File: config.mk
export PLATFORM = sky130hd
export DESIGN_NAME = audio_i2s_rx_flat
export DESIGN_NICKNAME = d
export VERILOG_FILES = /design/src/rtl/audio_i2s_rx_if.sv /design/src/rtl/audio_i2s_rx.sv /design/src/flat_wrapper.sv
export SDC_FILE = /design/constraint.sdc
export NUM_CORES = 1
export LEC_CHECK = 0
export ABC_AREA = 1
export BUFFER_PORTS_ARGS = -buffer_cell sky130_fd_sc_hd__clkbuf_2
export CAP_MARGIN = 20
export CORE_ASPECT_RATIO = 1.5
export CORE_MARGIN = 2
export CORE_UTILIZATION = 29
export CTS_BUF_LIST = sky130_fd_sc_hd__clkbuf_16
export CTS_CLUSTER_DIAMETER = 50
export CTS_CLUSTER_SIZE = 16
export DETAILED_ROUTE_END_ITERATION = 8
export GPL_ROUTABILITY_DRIVEN = 1
export GPL_TIMING_DRIVEN = 0
export PLACE_DENSITY = 0.54
export SYNTH_ARGS = -nofsm -noshare
export SYNTH_HDL_FRONTEND = slang
export SYNTH_SLANG_ARGS = --single-unit
File: constraint.sdc
create_clock -name clk -period 4.49 [get_ports clk]
set_clock_uncertainty 0.2 [all_clocks]
set_input_delay 0.2245 -clock clk [delete_from_list [all_inputs] [get_ports clk]]
set_output_delay 0.2245 -clock clk [all_outputs]
set_load 0.005 [all_outputs]
File: src/rtl/audio_i2s_rx_if.sv
// Stereo sample bus from the I2S receiver to the audio mixer.
// The receiver drives the master side; the mixer reads the slave side.
interface audio_i2s_rx_if #(
   parameter int DW = 16
);
   logic signed [DW-1:0] ldata;
   logic signed [DW-1:0] rdata;
   logic                 valid;

   modport master (output ldata, output rdata, output valid);
   modport slave  (input  ldata, input  rdata, input  valid);
endinterface

File: src/rtl/audio_i2s_rx.sv
// I2S receiver (ADC path). Oversamples BCLK/LRCK/SDATA in the clk domain,
// deserialises MSB-first left/right words and presents each completed pair
// on the sample bus with a one-cycle valid strobe.
//
// Frame timing: the rising BCLK edge on which a new LRCK level is first seen
// (a boundary) still carries the last bit of the previous slot, so it doubles
// as the one-bit I2S delay slot of the new channel; the MSB arrives on the
// following rise. A word whose DW-th bit lands exactly on the boundary (slot
// length == DW) is therefore completed on that boundary rise.
module audio_i2s_rx #(
   parameter int DW   = 16,
   parameter int CNTW = 6
) (
   input  logic           clk,
   input  logic           rst_n,
   input  logic           en,
   input  logic           exchan,
   input  logic           err_clr,
   input  logic           aud_bclk,
   input  logic           aud_adclrck,
   input  logic           aud_adcdat,
   audio_i2s_rx_if.master smp,
   output logic           frame_err
);

   typedef enum logic [1:0] {
      IDLE  = 2'd0,
      SHIFT = 2'd1,
      PAD   = 2'd2
   } state_t;

   localparam logic [CNTW-1:0] LAST_BIT = CNTW'(DW - 1);

   // Bit counter increment that sticks at all-ones instead of wrapping.
   function automatic logic [CNTW-1:0] sat_inc(input logic [CNTW-1:0] v);
      return (v == {CNTW{1'b1}}) ? v : v + 1'b1;
   endfunction

   logic bclk_s1, bclk_s2, bclk_s3;
   logic lrck_s1, lrck_s2;
   logic dat_s1, dat_s2;

   logic rise, lr, d, boundary, last_bit;

   state_t state, state_nxt;
   logic [CNTW-1:0]      cnt;
   logic [DW-2:0]        shreg;
   logic signed [DW-1:0] word;
   logic signed [DW-1:0] lhold;
   logic                 lr_prev;
   logic                 lgood;

   logic shift, take, cnt_clr, set_err, lgood_clr, commit;

   // Two-flop synchronisers for the I2S pins plus a third BCLK flop for edge detection.
   always_ff @(posedge clk or negedge rst_n) begin
      if (!rst_n) begin
         bclk_s1 <= 1'b0;
         bclk_s2 <= 1'b0;
         bclk_s3 <= 1'b0;
         lrck_s1 <= 1'b0;
         lrck_s2 <= 1'b0;
         dat_s1  <= 1'b0;
         dat_s2  <= 1'b0;
      end else begin
         bclk_s1 <= aud_bclk;
         bclk_s2 <= bclk_s1;
         bclk_s3 <= bclk_s2;
         lrck_s1 <= aud_adclrck;
         lrck_s2 <= lrck_s1;
         dat_s1  <= aud_adcdat;
         dat_s2  <= dat_s1;
      end
   end

   assign rise     = bclk_s2 & ~bclk_s3;
   assign lr       = lrck_s2;
   assign d        = dat_s2;
   assign boundary = lr ^ lr_prev;
   assign last_bit = (cnt == LAST_BIT);
   assign word     = {shreg, d};
   // lr_prev is the channel of the slot being shifted; a right word completes the pair.
   assign commit   = take & lr_prev & lgood;

   // FSM state register.
   always_ff @(posedge clk or negedge rst_n) begin
      if (!rst_n) state <= IDLE;
      else        state <= state_nxt;
   end

   // Next-state and datapath control; everything except leaving on en=0 waits for a BCLK rise.
   always_comb begin
      state_nxt = state;
      shift     = 1'b0;
      take      = 1'b0;
      cnt_clr   = 1'b0;
      set_err   = 1'b0;
      lgood_clr = (state == IDLE);
      if (!en) begin
         state_nxt = IDLE;
         lgood_clr = 1'b1;
      end else if (rise) begin
         case (state)
            IDLE: begin
               // Only the start of a left slot locks the receiver.
               if (boundary && !lr) begin
                  state_nxt = SHIFT;
                  cnt_clr   = 1'b1;
               end
            end
            SHIFT: begin
               shift = !boundary || last_bit;
               take  = last_bit;
               if (boundary) begin
                  cnt_clr = 1'b1;
                  set_err = !last_bit;
                  if (lr && !last_bit) begin
                     // Left word lost: its right partner must not be paired, re-lock on next left.
                     state_nxt = IDLE;
                     lgood_clr = 1'b1;
                  end else begin
                     state_nxt = SHIFT;
                     lgood_clr = !lr;
                  end
               end else if (last_bit) begin
                  state_nxt = PAD;
               end
            end
            PAD: begin
               if (boundary) begin
                  state_nxt = SHIFT;
                  cnt_clr   = 1'b1;
                  lgood_clr = !lr;
               end
            end
            default: state_nxt = IDLE;
         endcase
      end
   end

   // Shift register, bit counter, word holding, pair commit and sticky error.
   always_ff @(posedge clk or negedge rst_n) begin
      if (!rst_n) begin
         lr_prev   <= 1'b0;
         cnt       <= '0;
         shreg     <= '0;
         lhold     <= '0;
         lgood     <= 1'b0;
         smp.ldata <= '0;
         smp.rdata <= '0;
         smp.valid <= 1'b0;
         frame_err <= 1'b0;
      end else begin
         smp.valid <= 1'b0;
         if (rise) lr_prev <= lr;

         if (cnt_clr)    cnt <= '0;
         else if (shift) cnt <= sat_inc(cnt);

         if (shift) shreg <= word[DW-2:0];

         if (take && !lr_prev) lhold <= word;

         if (lgood_clr)             lgood <= 1'b0;
         else if (take && !lr_prev) lgood <= 1'b1;

         if (commit) begin
            smp.valid <= 1'b1;
            if (exchan) begin
               smp.ldata <= word;
               smp.rdata <= lhold;
            end else begin
               smp.ldata <= lhold;
               smp.rdata <= word;
            end
         end

         if (set_err)      frame_err <= 1'b1;
         else if (err_clr) frame_err <= 1'b0;
      end
   end

endmodule
File: src/flat_wrapper.sv
// flat-port wrapper written by rule: the top's interface ports become plain ports
module audio_i2s_rx_flat 
#(
   parameter int DW   = 16,
   parameter int CNTW = 6
)
  (clk, rst_n, en, exchan, err_clr, aud_bclk, aud_adclrck, aud_adcdat, frame_err, smp_ldata, smp_rdata, smp_valid);
  audio_i2s_rx_if #(.DW(DW)) smp_i ();
  input  logic clk;
  input  logic rst_n;
  input  logic en;
  input  logic exchan;
  input  logic err_clr;
  input  logic aud_bclk;
  input  logic aud_adclrck;
  input  logic aud_adcdat;
  output logic frame_err;
  output wire logic [$bits(smp_i.ldata)-1:0] smp_ldata;
  output wire logic [$bits(smp_i.rdata)-1:0] smp_rdata;
  output wire logic [$bits(smp_i.valid)-1:0] smp_valid;
  assign smp_ldata = smp_i.ldata;
  assign smp_rdata = smp_i.rdata;
  assign smp_valid = smp_i.valid;
  audio_i2s_rx #(.DW(DW), .CNTW(CNTW)) u_core (.clk(clk), .rst_n(rst_n), .en(en), .exchan(exchan), .err_clr(err_clr), .aud_bclk(aud_bclk), .aud_adclrck(aud_adclrck), .aud_adcdat(aud_adcdat), .smp(smp_i), .frame_err(frame_err));
endmodule
==> flow_metrics.env, run 1 <==
export IMPL_netlist_top_cells_count="153 x nand2_1, 82 x dfrtp_1, 56 x o21ai_0"
export IMPL_critPathKind="reg -> reg"
export IMPL_fin_crit_ps=2140
export IMPL_cts_root_buf="clkbuf_16"
export IMPL_rsz0062_at_grt="no"
export IMPL_gp_congestion=0.804
export IMPL_start_kind="flop"
export IMPL_ir_worst_vdd_mv=0.201
export IMPL_dp_slack_ps=2380
export IMPL_power_internal_w=0.00126
export IMPL_cts_resized_gates=0
export IMPL_grt_max_degree=48
export IMPL_ys_ff_latch=82
export IMPL_switching_share_pct=25.5
export IMPL_wl_um=8980
export IMPL_syn_area_um2=3770
export IMPL_path_max_fanout=10
export IMPL_yosysWarnings=0
export IMPL_ys_flop_type="dfrtp_1"
export IMPL_cts_tree="built"
export IMPL_initialDrtViolationCount=156
export IMPL_drive_above_1_share_pct=15.4
export IMPL_final_core_util_pct=35.4
export IMPL_fin_ws_ps=2350
export IMPL_viasPerCell=4.59
export IMPL_grtUsageTotal_pct=13.7
export IMPL_status="complete, no violations"
export IMPL_finalSetupViolations=0
export IMPL_p_seq_share_pct=47.0
export IMPL_fmax_mhz=468
export IMPL_critPathRequiredTime_ps=4570
export IMPL_start_util_pct=29.4
export IMPL_worstSetupEndpointType="flop"
export IMPL_syn_avg_cell_area_um2=8.28
export IMPL_drc=0
export IMPL_cts_setup_buffers=0
export IMPL_htree_levels=3
export IMPL_antenna_found_initial=0
export IMPL_power_leakage_nw=2.30
export IMPL_core_area_um2=12800
export IMPL_hpwl_um=6620
export IMPL_first_global_vias=3116
export IMPL_drv_cap=0
export IMPL_synth_edf_count=0
export IMPL_clk_path_buf_depth=2
export IMPL_setup_tns_ps=0
export IMPL_syn_to_final_growth_pct=20.3
export IMPL_nFillCells=1345
export IMPL_finalCritPeriodShare_pct=47.6
export IMPL_synth_seq_area_share_pct=54.4
export IMPL_synth_most_common_cell="nand2_1"
export IMPL_wl_per_cell_um=13.3
export IMPL_grt_pass1_wl_um=15200
export IMPL_pwr_share_clk_pct=42.3
export IMPL_syn_nets=470
export IMPL_finalHoldViolCount=0
export IMPL_switchingPower_w=0.000432
export IMPL_diodes=0
export IMPL_power_frac_comb_pct=10.7
export IMPL_final_nets=527
export IMPL_slew_headroom_pct=62.7
export IMPL_hold_class="in -> reg"
export IMPL_rows=51
export IMPL_tightest_slew_ps=559
export IMPL_synth_area_leaders="dfrtp_1 54%, nand2_1 15%, o21ai_0 7.4%"
export IMPL_portBuffers=40
export IMPL_grt_overflow=0
export IMPL_cts_num_sinks=82
export IMPL_placed_cell_area_um2=4200
export IMPL_io_pins=42
export IMPL_synth_distinct_cells=25
export IMPL_worstPathArrival_ps=2210
export IMPL_clkTransAtPathRegs_ps=60
export IMPL_die_w_um=97.1
export IMPL_cts_hold_buf=5
export IMPL_dr_pass1_iters=5
export IMPL_power_w=0.00169
export IMPL_fp_dieH_um=144
export IMPL_final_cell_area_um2=4540
export IMPL_numCtsBuffers=9
export IMPL_yosysTopAreaCellShare_pct=54.4
export IMPL_clk_latency_ps=340
export IMPL_powerDensity_nw_per_um2=373
export IMPL_postSynthCellCount=456
export IMPL_dieArea_um2=14000
export IMPL_synth_top_area_cell="dfrtp_1"
export IMPL_postSynth_asyncResetShare_pct=100
export IMPL_vias=3107
export IMPL_slew_viol_final=0
export IMPL_ant_nets=0
==> power by group through the flow <==
stage / Combinational (W) / Sequential [W] / Clock (W)
5_1_grt: 0.000207 / 0.000799 / 0.000767
6_report: 0.000182 / 0.000795 / 0.000715
4_1_cts: 0.000181 / 0.000795 / 0.000740
3_3_place_gp: 0.000169 / 0.000807 / 0
3_5_place_dp: 0.000177 / 0.000809 / 0
2_1_floorplan: 0.000127 / 0.000803 / 0
==> logic make-up after synthesis <==
group           Yosys count  share of synthesized area [%]
compound gates          102                           13.6
flops                    82                           54.4
simple gates            207                           22.8
xor+xnor                  3                          0.696
fa+ha+maj                 6                           1.99
buf+inv                  56                           6.50
==> metrics by stage <==
stage	hold slack, ps	cells
final	47.9	677
after global routing	68.0	677
after CTS	18.0	677
after detailed placement	67.8	656
after global placement	133	655
after floorplan	-271	456
==> cells in the final DEF (no fill, tap or decap), types with 2 or more instances in the layout <==
cell | Yosys | layout
nand2_1 | 153 | 153
nand3_2 | 2 | 2
a21oi_1 | 19 | 19
buf_6 | 3 | 3
inv_1 | 33 | 35
buf_2 | 10 | 10
ha_1 | 6 | 6
dfrtp_1 | 82 | 82
clkinv_2 | 0 | 2
clkinvlp_4 | 0 | 2
o21ai_0 | 56 | 56
nand2_2 | 2 | 2
clkbuf_1 | 5 | 5
nor2_2 | 2 | 2
clkbuf_16 | 0 | 9
o21ai_1 | 26 | 26
nand3_1 | 12 | 12
clkbuf_2 | 0 | 39
dlygate4sd3_1 | 0 | 5
nor2_1 | 31 | 31
buf_1 | 4 | 4
xor2_1 | 2 | 2
==> metal layers <==
| layer | track usage, % | wire length, µm | vias up |
|---|---|---|---|
| li1 | - | - | 1568 |
| met1 | 15.4 | 3810 | 1460 |
| met2 | 24.1 | 4590 | 64 |
| met3 | 3.60 | 387 | 15 |
| met4 | 7.04 | 191 | 0 |
| met5 | 0 | 0 | - |
==> critical path, stage by stage (launching register included) <==
cell	delay, ps
dfrtp_1	400
inv_1	120
ha_1	210
nand2_1	90
nor2_2	300
nand3_4	190
nor2_8	180
buf_6	170
nand2_1	130
nand2_1	90
==> final cells by class <==
class	instances	area, µm²	share of cell area [%]
Buffer	22	118	2.59
Tap cell	159	199	4.38
Sequential cell	82	2050	45.2
Clock inverter	7	62.6	1.38
Timing Repair Buffer	46	280	6.17
Multi-Input combinational cell	318	1480	32.5
Inverter	34	128	2.81
Clock buffer	9	225	4.96
==> final timing paths <==
path / from / endpoint / slack (ps) / cells past startpoint
max in group asynchronous: rst_n / u_core.smp.rdata[2] / 3230 / 3
worst min register to register: u_core.lrck_s1 / u_core.lr / 150 / 0
worst min-delay path: en / u_core.lgood / 50 / 5
worst max-delay path: u_core.state[1] / u_core.smp.ldata[11] / 2350 / 9
worst max register to register: u_core.state[1] / u_core.smp.ldata[11] / 2350 / 9
min in group asynchronous: rst_n / u_core.lhold[8] / 240 / 2
==> flip-flops by register name (all words and copies together), names as in the netlist, 2 cells and up <==
signal            flops
u_core.state          2
u_core.cnt            6
u_core.smp.ldata     16
u_core.lhold         16
u_core.smp.rdata     16
u_core.shreg         15
No activity file was read; power rests on OpenSTA's default activity.
==> run 2, diff against run 1 <==
--- a/config.mk
+++ b/config.mk
@@ -17,7 +17,7 @@
 export DETAILED_ROUTE_END_ITERATION = 8
 export GPL_ROUTABILITY_DRIVEN = 1
 export GPL_TIMING_DRIVEN = 0
-export PLACE_DENSITY = 0.54
+export PLACE_DENSITY = 0.56
 export SYNTH_ARGS = -nofsm -noshare
 export SYNTH_HDL_FRONTEND = slang
 export SYNTH_SLANG_ARGS = --single-unit
==> constraint.sdc (replaced) <==
create_clock -name clk -period 1.9 [get_ports clk]
set_clock_uncertainty 0.2 [all_clocks]
set_input_delay 0.095 -clock clk [delete_from_list [all_inputs] [get_ports clk]]
set_output_delay 0.095 -clock clk [all_outputs]
set_load 0.005 [all_outputs]
==> flow_metrics.env, run 2 (synthesized netlist as in run 1, its figures left out) <==
export IMPL_reg_top3="u_core.lhold x16, u_core.smp.ldata x16, u_core.smp.rdata x16"
export IMPL_power_w=0.00435
export IMPL_power_leakage_nw=2.41
export IMPL_start_kind="flop"
export IMPL_r2r_slack_ps=70
export IMPL_cts_root_buf="clkbuf_16"
export IMPL_p_seq_share_pct=43.5
export IMPL_io_pins=42
export IMPL_dieArea_um2=14000
export IMPL_r2r_start="u_core.state[1]"
export IMPL_rows=51
export IMPL_cts_tree="built"
export IMPL_clk_path_buf_depth=2
export IMPL_power_frac_comb_pct=12.9
export IMPL_critPathKind="reg -> reg"
export IMPL_core_area_um2=12800
export IMPL_worstSetupEndpointType="flop"
export IMPL_numCtsBuffers=9
export IMPL_ant_nets=0
export IMPL_most_common_layout_cells="150 x nand2_1, 81 x dfrtp_1, 41 x o21ai_1, 39 x clkbuf_2, 38 x o21ai_0"
export IMPL_fin_crit_ps=1830
export IMPL_cts_num_sinks=82
export IMPL_first_global_vias=3304
export IMPL_grt_overflow=0
export IMPL_drc=0
export IMPL_htree_levels=3
export IMPL_wl_per_cell_um=14.1
export IMPL_powerDensity_nw_per_um2=895
export IMPL_grt_max_degree=47
export IMPL_stdcell_count=696
export IMPL_whs_ps=17.0
export IMPL_wl_um=9790
export IMPL_gp_congestion=0.801
export IMPL_slew_viol_final=0
export IMPL_die_w_um=97.1
export IMPL_finalSetupViolations=0
export IMPL_drv_cap=0
export IMPL_start_util_pct=29.4
export IMPL_syn_to_final_growth_pct=28.6
export IMPL_clk_latency_ps=340
export IMPL_fp_dieH_um=144
export IMPL_dp_cells=656
export IMPL_rr_endpoint="u_core.smp.ldata[12]"
export IMPL_rsz0062_at_grt="yes"
export IMPL_switching_share_pct=26.2
export IMPL_finalHoldViolCount=0
export IMPL_switchingPower_w=0.00114
export IMPL_path_max_fanout=10
export IMPL_slew_headroom_pct=59.7
export IMPL_ir_worst_vdd_mv=0.491
export IMPL_dr_pass1_iters=4
export IMPL_final_nets=546
export IMPL_finalCritPeriodShare_pct=96.4
export IMPL_critPathRequiredTime_ps=1930
export IMPL_layout_commonest_cell="nand2_1"
export IMPL_drive_above_1_share_pct=21.4
export IMPL_grtUsageTotal_pct=14.4
export IMPL_worstPathArrival_ps=1860
export IMPL_status="complete, no violations"
export IMPL_hold_class="in -> reg"
export IMPL_ff2ff_path_depth=9
export IMPL_pwr_share_clk_pct=43.6
export IMPL_viasPerCell=4.66
export IMPL_setup_tns_ps=0
export IMPL_tightest_slew_ps=604
export IMPL_diodes=0
export IMPL_grt_pass1_wl_um=15900
export IMPL_antenna_found_initial=0
export IMPL_power_internal_w=0.00321
export IMPL_initialDrtViolationCount=167
export IMPL_vias=3244
export IMPL_fmax_mhz=546
export IMPL_min_to="u_core.smp.ldata[3]"
export IMPL_portBuffers=40
export IMPL_clkTransAtPathRegs_ps=60
export IMPL_hold_path_depth=5
export IMPL_min_from="exchan"
export IMPL_hpwl_um=6730
## run 2: final cells by class
cell class              instances  area [µm²]
fillers                      1290        7970
flip-flops and latches         82        2050
multi-input cells             319        1570
repair buffers                 64         438
clock buffers                   9         225
well taps                     159         199
plain buffers                  22         136
inverters                      34         130
clock inverters                 7         101
## run 2: timing repair
item,in CTS,in global routing
cloned,0,3
endpoints found under the setup margin,56,67
pin swaps,1,4
hold buffers,6,0
setup buffers,1,14
resized for setup,12,40
hold endpoints to repair,43,0
## run 2: worst max path at each step
| stage | startpoint | depth (start not counted) | slack (ps) | endpoint |
|---|---|---|---|---|
| final | u_core.state[1] | 9 | 70 | u_core.smp.ldata[12] |
| after global routing | u_core.state[1] | 10 | -20 | u_core.smp.rdata[3] |
| after CTS | u_core.state[1] | 8 | 2 | u_core.smp.rdata[10] |
| after detailed placement | u_core.lr_prev | 9 | -220 | u_core.cnt[3] |
| after global placement | rst_n | 1 | -360 | u_core.smp.ldata[13] |
| after floorplan | u_core.lr_prev | 9 | 90 | u_core.cnt[3] |
## run 2: per-stage QoR
stage	utilization (%)	area (µm²)	setup WS (ps)
2_1_floorplan	-	3770	92.8
3_3_place_gp	32.5	4170	-361
3_5_place_dp	32.8	4200	-219
4_1_cts	36.1	4630	1.58
5_1_grt	37.8	4850	-19.3
6_report	37.8	4850	69.2
## run 2: power groups by stage
stage	sequential, W	clock [W]	combinational, W
5_1_grt	0.00190	0.00202	0.000640
3_3_place_gp	0.00191	0	0.000404
3_5_place_dp	0.00191	0	0.000431
6_report	0.00189	0.00190	0.000559
4_1_cts	0.00188	0.00194	0.000459
2_1_floorplan	0.00190	0	0.000300
## run 2: worst max-delay path, cell delays in order (launching register included)
cell and delay (ps):
dfrtp_1 410, inv_2 100, ha_4 140, nand2_2 70
nor2_4 180, nand3_4 120, buf_6 160, buf_6 130
o21ai_0 140, nand2_1 70
## run 2: metal layers
metal	up-vias	global-route usage [%]	wire [µm]
met2	79	25.0	5100
met1	1535	16.4	3980
met4	0	9.27	329
met3	23	2.63	376
li1	1607	-	-
met5	-	0	0
==> run 3, diff against run 2 <==
--- a/config.mk
+++ b/config.mk
@@ -12,7 +12,7 @@
 export CORE_MARGIN = 2
 export CORE_UTILIZATION = 29
 export CTS_BUF_LIST = sky130_fd_sc_hd__clkbuf_16
-export CTS_CLUSTER_DIAMETER = 50
+export CTS_CLUSTER_DIAMETER = 40
 export CTS_CLUSTER_SIZE = 16
 export DETAILED_ROUTE_END_ITERATION = 8
 export GPL_ROUTABILITY_DRIVEN = 1
==> constraint.sdc (replaced) <==
create_clock -name clk -period 1.6 [get_ports clk]
set_clock_uncertainty 0.2 [all_clocks]
set_input_delay 0.08 -clock clk [delete_from_list [all_inputs] [get_ports clk]]
set_output_delay 0.08 -clock clk [all_outputs]
set_load 0.005 [all_outputs]
==> flow_metrics.env, run 3 (synthesized netlist as in run 1, its figures left out) <==
export IMPL_nFillCells=1300
export IMPL_most_common_layout_cells="125 x nand2_1, 80 x dfrtp_1, 41 x o21ai_0, 39 x clkbuf_2, 38 x o21ai_1"
export IMPL_cpPeakStageDelay_ps=390
export IMPL_cts_num_sinks=82
export IMPL_hpwl_um=6640
export IMPL_wl_per_cell_um=14.1
export IMPL_start_kind="flop"
export IMPL_finalCritPeriodShare_pct=113
export IMPL_power_internal_w=0.00409
export IMPL_ir_worst_vdd_mv=0.545
export IMPL_rsz0062_at_grt="yes"
export IMPL_worstPathArrival_ps=1830
export IMPL_io_pins=42
export IMPL_grt_pass1_wl_um=16300
export IMPL_worstSetupEndpointType="flop"
export IMPL_cts_tree="built"
export IMPL_grt_overflow=0
export IMPL_switchingPower_w=0.00137
export IMPL_power_leakage_nw=2.60
export IMPL_critPathRequiredTime_ps=1620
export IMPL_final_cell_area_um2=5230
export IMPL_pwr_share_clk_pct=42.3
export IMPL_final_nets=558
export IMPL_power_w=0.00547
export IMPL_clk_path_buf_depth=2
export IMPL_portBuffers=40
export IMPL_clkTransAtPathRegs_ps=60
export IMPL_status="finished, violations left"
export IMPL_drive_above_1_share_pct=29.3
export IMPL_setup_tns_ps=-11130
export IMPL_power_frac_comb_pct=16.8
export IMPL_dieArea_um2=14000
export IMPL_violations="hold timing, setup timing"
export IMPL_fp_dieH_um=144
export IMPL_start_util_pct=29.4
export IMPL_viasPerCell=4.67
export IMPL_drc=0
export IMPL_hold_path_depth=4
export IMPL_syn_to_final_growth_pct=38.6
export IMPL_placed_cell_area_um2=4250
export IMPL_grt_max_degree=47
export IMPL_p_seq_share_pct=40.9
export IMPL_switching_share_pct=25.1
export IMPL_htree_levels=3
export IMPL_finalHoldViolCount=2
export IMPL_gp_congestion=0.791
export IMPL_fin_crit_ps=1810
export IMPL_path_max_fanout=7
export IMPL_hold_class="in -> reg"
export IMPL_ant_nets=0
export IMPL_initialDrtViolationCount=126
export IMPL_whs_ps=-38.3
export IMPL_numCtsBuffers=9
export IMPL_cts_root_buf="clkbuf_16"
export IMPL_tightest_slew_ps=624
export IMPL_cts_hold_buf=6
export IMPL_first_global_vias=3316
export IMPL_clk_latency_ps=340
export IMPL_grtUsageTotal_pct=14.6
export IMPL_finalSetupViolations=72
export IMPL_drv_cap=0
export IMPL_die_w_um=97.1
export IMPL_ff2ff_path_depth=9
export IMPL_layout_commonest_cell="nand2_1"
export IMPL_powerDensity_nw_per_um2=1050
export IMPL_dr_pass1_iters=4
export IMPL_cpMaxStageDelayCell="dfrtp_1"
export IMPL_slew_headroom_pct=58.4
export IMPL_area_sequential_um2=2050
export IMPL_wl_um=9990
export IMPL_rows=51
export IMPL_fmax_mhz=551
export IMPL_fin_ws_ps=-214
export IMPL_slew_viol_final=0
export IMPL_diodes=0
export IMPL_reg_top3="u_core.lhold x16, u_core.smp.ldata x16, u_core.smp.rdata x16"
export IMPL_antenna_found_initial=0
export IMPL_dp_slack_ps=-367
export IMPL_multi_input_area_um2=1750
export IMPL_core_area_um2=12800
export IMPL_critPathKind="reg -> reg"
export IMPL_worstPathCellList="inv_2 > ha_4 > nand2_4 > nor2_4 > buf_4 > nand3b_4 > clkbuf_16 > nand2_1 > o21ai_0"
export IMPL_vias=3309
[run 3: cell count changes in the layout (fill, tap and decap cells not counted), moves of 4 or more]
| cell | previous run | this run |
|---|---|---|
| buf_4 | 14 | 18 |
| nand2_1 | 150 | 125 |
| nor2_2 | 2 | 6 |
| buf_2 | 7 | 1 |
| nor2_1 | 30 | 24 |
| nand2_2 | 5 | 22 |
| nand2_4 | 0 | 7 |
| buf_6 | 8 | 17 |
[run 3: critical path, delay by kind of cell (launching register included)]
kind            cells  cell delay, ps
buf+inv             3             440
simple gates        4             430
flops               1             390
fa+ha+maj           1             150
compound gates      1              70
[run 3: final cells by class]
cell class	count	share of cell area [%]
timing repair buffer	75	10.8
multi-input combinational	320	33.5
buffer	22	3.54
clock inverter	7	2.10
sequential	82	39.3
tap	159	3.80
clock buffer	9	4.31
inverter	34	2.63
[run 3: worst paths after layout]
| check | start | endpoint | slack [ps] |
|---|---|---|---|
| min in group asynchronous | rst_n | u_core.smp.ldata[7] | 90 |
| hold reg to reg | u_core.dat_s1 | u_core.d | 150 |
| hold / removal | en | u_core.state[1] | -40 |
| max in group asynchronous | rst_n | u_core.state[0] | 470 |
| setup / recovery | u_core.state[1] | u_core.lhold[9] | -210 |
| setup reg to reg | u_core.state[1] | u_core.lhold[9] | -210 |
[run 3: what timing repair did]
| item | in CTS | in global routing |
|---|---|---|
| setup endpoints to repair | 73 | 73 |
| buffers inserted | 14 | 8 |
| gates cloned | 5 | 3 |
| pin swaps | 14 | 21 |
| gates resized for setup | 47 | 56 |
| hold endpoints to repair | 44 | 1 |
[run 3: per-stage QoR]
stage	util [%]	hold slack, ps	std cells
floorplan	-	-416	456
global placement	32.9	-8.03	655
detailed placement	33.1	-71.1	656
CTS	38.7	-28.4	697
global route	40.8	-29.5	708
finish	40.8	-38.3	708
[run 3: metal layers]
layer  vias to the layer above  track usage, %  wire (µm)
met5                         -               0          0
met3                         7            3.75        469
met1                      1594            15.9       3840
met2                        69            27.4       5580
met4                         0            4.97        101
li1                       1639               -          -
[run 3: power groups by stage]
stage / combinational (W) / clock (W) / sequential, W
after CTS: 0.000747 / 0.00238 / 0.00223
after detailed placement: 0.000532 / 0 / 0.00227
after floorplan: 0.000378 / 0 / 0.00226
final: 0.000920 / 0.00231 / 0.00224
after global placement: 0.000500 / 0 / 0.00227
after global routing: 0.00102 / 0.00248 / 0.00224
